[src/rtl/line_raster_pkg.sv]
// Shared types and widths for the Bresenham line rasterizer.
package line_raster_pkg;
    localparam int X_W              = 11;
    localparam int Y_W              = 10;
    localparam int ERR_W            = 13;
    localparam int H_ACTIVE_DEFAULT = 1280;
    localparam int V_ACTIVE_DEFAULT = 720;

    typedef enum logic [1:0] {
        IDLE  = 2'd0,
        SETUP = 2'd1,
        DRAW  = 2'd2,
        DONE  = 2'd3
    } state_e;
endpackage

[src/rtl/bresenham_step.sv]
// Combinational single Bresenham step: next (x, y, err, addr) from the current point.
module bresenham_step
    import line_raster_pkg::*;
#(
    parameter int H_ACTIVE = H_ACTIVE_DEFAULT,
    parameter int ADDR_W   = 20
) (
    input  logic [X_W-1:0]          cur_x_i,
    input  logic [Y_W-1:0]          cur_y_i,
    input  logic signed [ERR_W-1:0] err_i,
    input  logic [ADDR_W-1:0]       addr_i,
    input  logic signed [ERR_W-1:0] dx_i,
    input  logic signed [ERR_W-1:0] dy_i,
    input  logic                    sx_neg_i,
    input  logic                    sy_neg_i,
    output logic [X_W-1:0]          x_o,
    output logic [Y_W-1:0]          y_o,
    output logic signed [ERR_W-1:0] err_o,
    output logic [ADDR_W-1:0]       addr_o
);
    logic signed [ERR_W:0]   e2, dx_ext, dy_ext;
    logic                    step_x, step_y;
    logic signed [ERR_W-1:0] err_x;
    logic [ADDR_W-1:0]       addr_x;

    always_comb begin
        e2     = {err_i, 1'b0};
        dx_ext = {dx_i[ERR_W-1], dx_i};
        dy_ext = {dy_i[ERR_W-1], dy_i};
        step_x = (e2 >= dy_ext);
        step_y = (e2 <= dx_ext);

        // Both axis updates may apply in the same step; err accumulates both.
        err_x  = step_x ? err_i + dy_i : err_i;
        err_o  = step_y ? err_x + dx_i : err_x;

        x_o    = cur_x_i;
        addr_x = addr_i;
        if (step_x) begin
            x_o    = sx_neg_i ? cur_x_i - X_W'(1) : cur_x_i + X_W'(1);
            addr_x = sx_neg_i ? addr_i - ADDR_W'(1) : addr_i + ADDR_W'(1);
        end

        y_o    = cur_y_i;
        addr_o = addr_x;
        if (step_y) begin
            y_o    = sy_neg_i ? cur_y_i - Y_W'(1) : cur_y_i + Y_W'(1);
            addr_o = sy_neg_i ? addr_x - ADDR_W'(H_ACTIVE) : addr_x + ADDR_W'(H_ACTIVE);
        end
    end
endmodule

[src/rtl/line_raster_writer.sv]
// Bresenham line rasterizer streaming pixel writes into a frame buffer.
// Optional LINE_RASTER_CLIP_EN suppresses pixels outside H_ACTIVE x V_ACTIVE.
//
// state | meaning
// IDLE  | ready for a line command
// SETUP | derive dx, dy, step signs, err and start address
// DRAW  | present current pixel; step on handshake
// DONE  | one-cycle done pulse
module line_raster_writer
    import line_raster_pkg::*;
#(
    parameter int H_ACTIVE = H_ACTIVE_DEFAULT,
    parameter int V_ACTIVE = V_ACTIVE_DEFAULT,
    parameter int ADDR_W   = $clog2(H_ACTIVE * V_ACTIVE),
    parameter int COLOR_W  = 24
) (
    input  logic               clk_in,
    input  logic               rst_in,
    input  logic               line_valid_in,
    output logic               line_ready_out,
    input  logic [X_W-1:0]     x0_in,
    input  logic [Y_W-1:0]     y0_in,
    input  logic [X_W-1:0]     x1_in,
    input  logic [Y_W-1:0]     y1_in,
    input  logic [COLOR_W-1:0] color_in,
    output logic               pix_valid_out,
    input  logic               pix_ready_in,
    output logic [X_W-1:0]     pix_x_out,
    output logic [Y_W-1:0]     pix_y_out,
    output logic [ADDR_W-1:0]  pix_addr_out,
    output logic [COLOR_W-1:0] pix_color_out,
    output logic               done_out,
    output logic               busy_out
);
    state_e                  state_q, state_d;
    logic [X_W-1:0]          cur_x_q, x1_q, nx_x;
    logic [Y_W-1:0]          cur_y_q, y1_q, nx_y;
    logic signed [ERR_W-1:0] err_q, dx_q, dy_q, nx_err, dx_s, dy_s;
    logic [ADDR_W-1:0]       addr_q, nx_addr, addr_s;
    logic                    sx_neg_q, sy_neg_q;
    logic [COLOR_W-1:0]      color_q;
    logic                    at_end, clipped, step_fire;

    assign at_end = (cur_x_q == x1_q) && (cur_y_q == y1_q);
`ifdef LINE_RASTER_CLIP_EN
    assign clipped = (cur_x_q >= X_W'(H_ACTIVE)) || (cur_y_q >= Y_W'(V_ACTIVE));
`else
    assign clipped = 1'b0;
`endif
    // A clipped pixel advances without waiting for the frame buffer.
    assign step_fire = (state_q == DRAW) && (pix_ready_in || clipped);

    always_comb begin
        dx_s   = (x1_q >= cur_x_q) ? ERR_W'(x1_q - cur_x_q) : ERR_W'(cur_x_q - x1_q);
        dy_s   = ERR_W'(0) - ((y1_q >= cur_y_q) ? ERR_W'(y1_q - cur_y_q) : ERR_W'(cur_y_q - y1_q));
        addr_s = ADDR_W'(int'(cur_y_q) * H_ACTIVE + int'(cur_x_q));
    end

    bresenham_step #(.H_ACTIVE(H_ACTIVE), .ADDR_W(ADDR_W)) u_step (
        .cur_x_i (cur_x_q),
        .cur_y_i (cur_y_q),
        .err_i   (err_q),
        .addr_i  (addr_q),
        .dx_i    (dx_q),
        .dy_i    (dy_q),
        .sx_neg_i(sx_neg_q),
        .sy_neg_i(sy_neg_q),
        .x_o     (nx_x),
        .y_o     (nx_y),
        .err_o   (nx_err),
        .addr_o  (nx_addr)
    );

    always_ff @(posedge clk_in or negedge rst_in) begin
        if (!rst_in) state_q <= IDLE;
        else         state_q <= state_d;
    end

    always_comb begin
        state_d = state_q;
        case (state_q)
            IDLE:    if (line_valid_in) state_d = SETUP;
            SETUP:   state_d = DRAW;
            DRAW:    if (step_fire && at_end) state_d = DONE;
            DONE:    state_d = IDLE;
            default: state_d = IDLE;
        endcase
    end

    always_comb begin
        line_ready_out = (state_q == IDLE) && rst_in;
        pix_valid_out  = (state_q == DRAW) && !clipped;
        done_out       = (state_q == DONE);
        busy_out       = (state_q != IDLE);
        pix_x_out      = cur_x_q;
        pix_y_out      = cur_y_q;
        pix_addr_out   = addr_q;
        pix_color_out  = color_q;
    end

    always_ff @(posedge clk_in or negedge rst_in) begin
        if (!rst_in) begin
            cur_x_q  <= '0;
            cur_y_q  <= '0;
            x1_q     <= '0;
            y1_q     <= '0;
            err_q    <= '0;
            dx_q     <= '0;
            dy_q     <= '0;
            addr_q   <= '0;
            sx_neg_q <= 1'b0;
            sy_neg_q <= 1'b0;
            color_q  <= '0;
        end else begin
            case (state_q)
                IDLE: if (line_valid_in) begin
                    cur_x_q <= x0_in;
                    cur_y_q <= y0_in;
                    x1_q    <= x1_in;
                    y1_q    <= y1_in;
                    color_q <= color_in;
                end
                SETUP: begin
                    dx_q     <= dx_s;
                    dy_q     <= dy_s;
                    sx_neg_q <= (x1_q < cur_x_q);
                    sy_neg_q <= (y1_q < cur_y_q);
                    err_q    <= dx_s + dy_s;
                    addr_q   <= addr_s;
                end
                DRAW: if (step_fire && !at_end) begin
                    cur_x_q <= nx_x;
                    cur_y_q <= nx_y;
                    err_q   <= nx_err;
                    addr_q  <= nx_addr;
                end
                default: ;
            endcase
        end
    end
endmodule

[config.mk]
export PLATFORM = sky130hd
export DESIGN_NAME = line_raster_writer
export DESIGN_NICKNAME = d
export VERILOG_FILES = /design/src/rtl/line_raster_pkg.sv /design/src/rtl/bresenham_step.sv /design/src/rtl/line_raster_writer.sv
export SDC_FILE = /design/constraint.sdc
export NUM_CORES = 1
export LEC_CHECK = 0
export ABC_AREA = 1
export CAP_MARGIN = 15
export CORE_UTILIZATION = 28
export CTS_BUF_LIST = sky130_fd_sc_hd__clkbuf_8
export DETAILED_ROUTE_END_ITERATION = 12
export PLACE_DENSITY_LB_ADDON = 0.2
export SLEW_MARGIN = 25
export SYNTH_ARGS = -nofsm -noshare
export SYNTH_HDL_FRONTEND = slang
export SYNTH_HIERARCHICAL = 1
export SYNTH_SLANG_ARGS = --single-unit
[constraint.sdc]
create_clock -name clk_in -period 11.7 [get_ports clk_in]
set_clock_uncertainty 0.15 [all_clocks]
set_input_delay 1.17 -clock clk_in [delete_from_list [all_inputs] [get_ports clk_in]]
set_output_delay 1.17 -clock clk_in [all_outputs]
set_load 0.01 [all_outputs]
==> results.md <==
- Maximum number of pins on one net before global-route repair: 71
- Clock root cell: clkbuf_8
- Outcome: completed
- Vias per std cell: 4.80
- CTS Hold Bufs: 0
- DRC: 0
- WS Path Type: reg2reg
- CTS tree: yes
- CTS Buf Count: 17
- Num rows: 81
- Area Growth Syn to Fin: 17.6%
- Cell breakdown of the critical path: inv_1, ha_1, a21oi_1, o21ai_1, nand2_1, nand2_1, a21oi_1, nand2_1, inv_2, o21ai_0, o221ai_1, xor2_1, inv_1, ha_1, a21oi_1, nor2_1, a211oi_1, nand3_1, nand2_1, nand3_1, nand2_1, nand2_1
- Final WL: 46.3 mm
- Layout cells sized above 1: 0.0615
- Diodes inserted: 0
- Clock Pin Slew Worst Setup and Hold Paths: 0.09 ns
- Crit end category: flip-flop
- Synth Register Bits: 128
- Max incr delay on CP: 0.53 ns
- GP Congestion: 0.868
- RSZ-0062 raised after global routing: no
- Setup_tns: 0 ns
- Die Ht: 225 um
- IO buf count: 138
- Die area: 50700 um^2
- Post-cts gate resize count: 0
- Vias in the first global route: 13.2k
- Netlist cell types: 51
- HP Class: reg2reg
- Vias after detailed routing: 13.4k
- Number of I/O pins: 139
- Startpoint type of the worst setup path: flip-flop
- Post-CTS Setup Bufs: 0
- Critical Path RT: 11.93 ns
- First-pass GRT wire length: 73.7 mm
- Final critical-path share of the clock period: 0.423
- Share of flip-flops with an asynchronous set or reset: 1.00
- Die W: 225 um
- Nets@finish: 2378
- Post-Syn Area: 13900 um^2
- WP data arrival: 5.18 ns
- Post-Synthesis Cells: 2010
- Drt initial violations: 768
- Slew Limit Fails: 0
- Antenna-violating nets left: 0
- Drt pass-1 iters: 5
- CTS sink count: 128
- Critical path's slowest cell: dfrtp_1
- Ys flop type: dfrtp_1
- Worst-Skew Late Latency: 0.50 ns
- Slew Limit Headroom: 0.367
- Synth warn: 6
- Final hold vios: 0
- H-tree level count: 4
- Average wire per standard cell: 16.6 um
- CP dominant cell by count: nand2_1
- CP Max Fanout: 16
- Max-cap violations: 0
- Clock Path Buffers: 2
- FILL cells: 5390
- EDFF count, synth: 0
- Initial antenna violation count: 0
- Sequential-to-total area share from yosys stat: 0.230
- Worst slew pin tran: 0.944 ns
- Final Setup Violations: 0
- Fmax: 202 MHz
- Final HPWL DP: 36.3 mm
- Core area: 49100 um^2
- Mean Syn Cell Area: 6.93 um^2
- Initial Util: 0.284
- Syn nets: 2269
- Minimum clock period: 4.95 ns
- Total gr overflow: 0
- Tot GR Track Use: 0.187
[cells in the final DEF, fill, tap and decap left out, types with 11 or more instances in the layout]
cell,n
o21ai_0,139
dfrtp_1,128
clkdlybuf4s50_1,137
nand2_1,528
mux2_2,24
o21ai_2,12
o21bai_1,11
a31oi_1,43
nor3_1,13
a21oi_1,145
nand4_1,26
nand3_1,80
inv_1,239
ha_1,175
xnor2_1,29
xor2_1,75
fa_1,13
nand2_2,21
nor2_1,159
clkbuf_8,19
[worst paths after layout]
| check | start | to | slack [ns] | depth (start not counted) |
|---|---|---|---|---|
| max in group asynchronous | rst_in | pix_addr_out[13] | 9.51 | 2 |
| min | dy_q[12] | dy_q[12] | 0.35 | 2 |
| max | pix_x_out[5] | err_q[11] | 6.75 | 22 |
| min in group asynchronous | rst_in | y1_q[7] | 0.55 | 1 |
| max reg2reg | pix_x_out[5] | err_q[11] | 6.75 | 22 |
| min reg2reg | dy_q[12] | dy_q[12] | 0.35 | 2 |
[layout make-up]
type                    count  area, um^2  area share
clock inverters            12         158     0.00962
multi-input cells        1579        9530       0.582
repair buffers            149        1490      0.0906
well taps                 664         831      0.0507
inverters                 244         921      0.0562
flip-flops and latches    128        3200       0.195
clock buffers              19         262      0.0160
[per-layer routing]
metal	vias up	track usage	routed length, um
li1	6835	-	-
met1	6320	0.258	23100
met2	244	0.304	20800
met3	28	0.0267	1700
met4	0	0.0463	703
met5	-	0	0
[state kept, by name (all words and copies together), names as in the netlist]
name	cells
x1_q	11
err_q	13
sy_neg_q	1
pix_color_out	24
pix_y_out	10
pix_addr_out	20
pix_x_out	11
dy_q	13
sx_neg_q	1
y1_q	10
state_q	2
dx_q	12
[metrics by stage]
stage               cells  utilization  worst slack [ns]  hold slack [ns]  area (um^2)
finish               2795        0.334              6.75            0.355        16400
detailed placement   2763        0.325              6.77            0.334        15900
CTS                  2794        0.334              6.74            0.354        16400
floorplan            2010            -              7.73            0.303        13900
global placement     2763        0.325              6.80            0.332        15900
global route         2795        0.334              6.29            0.384        16400
[Yosys cell counts, types with 2 or more instances]
cell type	number	area share
nand2_1	529	0.14
nor4_1	3	0.0013
or2_1	3	0.0013
clkbuf_1	42	0.011
nor3_1	13	0.0047
fa_1	13	0.019
xnor2_1	29	0.018
o211ai_1	5	0.0027
o221ai_1	3	0.0019
o31ai_1	3	0.0016
o2111ai_1	5	0.0031
dfrtp_1	128	0.23
a211oi_1	4	0.0022
xor2_1	75	0.047
a21oi_1	146	0.052
mux2_2	24	0.019
nand3_2	4	0.0029
o21ai_1	10	0.0036
inv_1	240	0.065
buf_6	8	0.0065
nand3b_1	3	0.0016
or2_2	5	0.0022
and2_1	4	0.0018
o21bai_1	11	0.0059
o21ai_2	11	0.0069
nand4_1	26	0.012
nand2_2	20	0.0090
o21ai_0	140	0.050
buf_4	2	0.0011
ha_1	176	0.16
o21a_1	4	0.0022
nor2_4	4	0.0032
nand3_1	80	0.029
nor2_1	159	0.043
buf_2	6	0.0022
a31oi_1	43	0.019
nand2_4	5	0.0040
clkinv_1	2	0.00054
a21o_1	7	0.0038
nor2_2	3	0.0013
a21oi_2	2	0.0013
[logic make-up after synthesis]
kind of cell / synth area share
buffers and inverters: 0.0874
muxes: 0.0201
and+or+nand+nor: 0.261
DFF: 0.230
xor gates and xnor gates: 0.0654
AOI/OAI and AO/OA: 0.159
adders and majority gates: 0.177
[worst max-delay path: cells and delay by family, from the launching register on]
family / cells / cell delay (ns)
AO/OA/AOI/OAI: 7 / 1.53
XOR/XNOR: 1 / 0.36
adder cells (fa/ha/maj): 2 / 0.82
buffers and inverters: 3 / 0.43
flip-flops: 1 / 0.53
AND/OR/NAND/NOR: 9 / 1.02
Power is left out: the tool's default activity adds up to more than one toggle a clock period on the data nets, which glitch-free logic cannot reach.
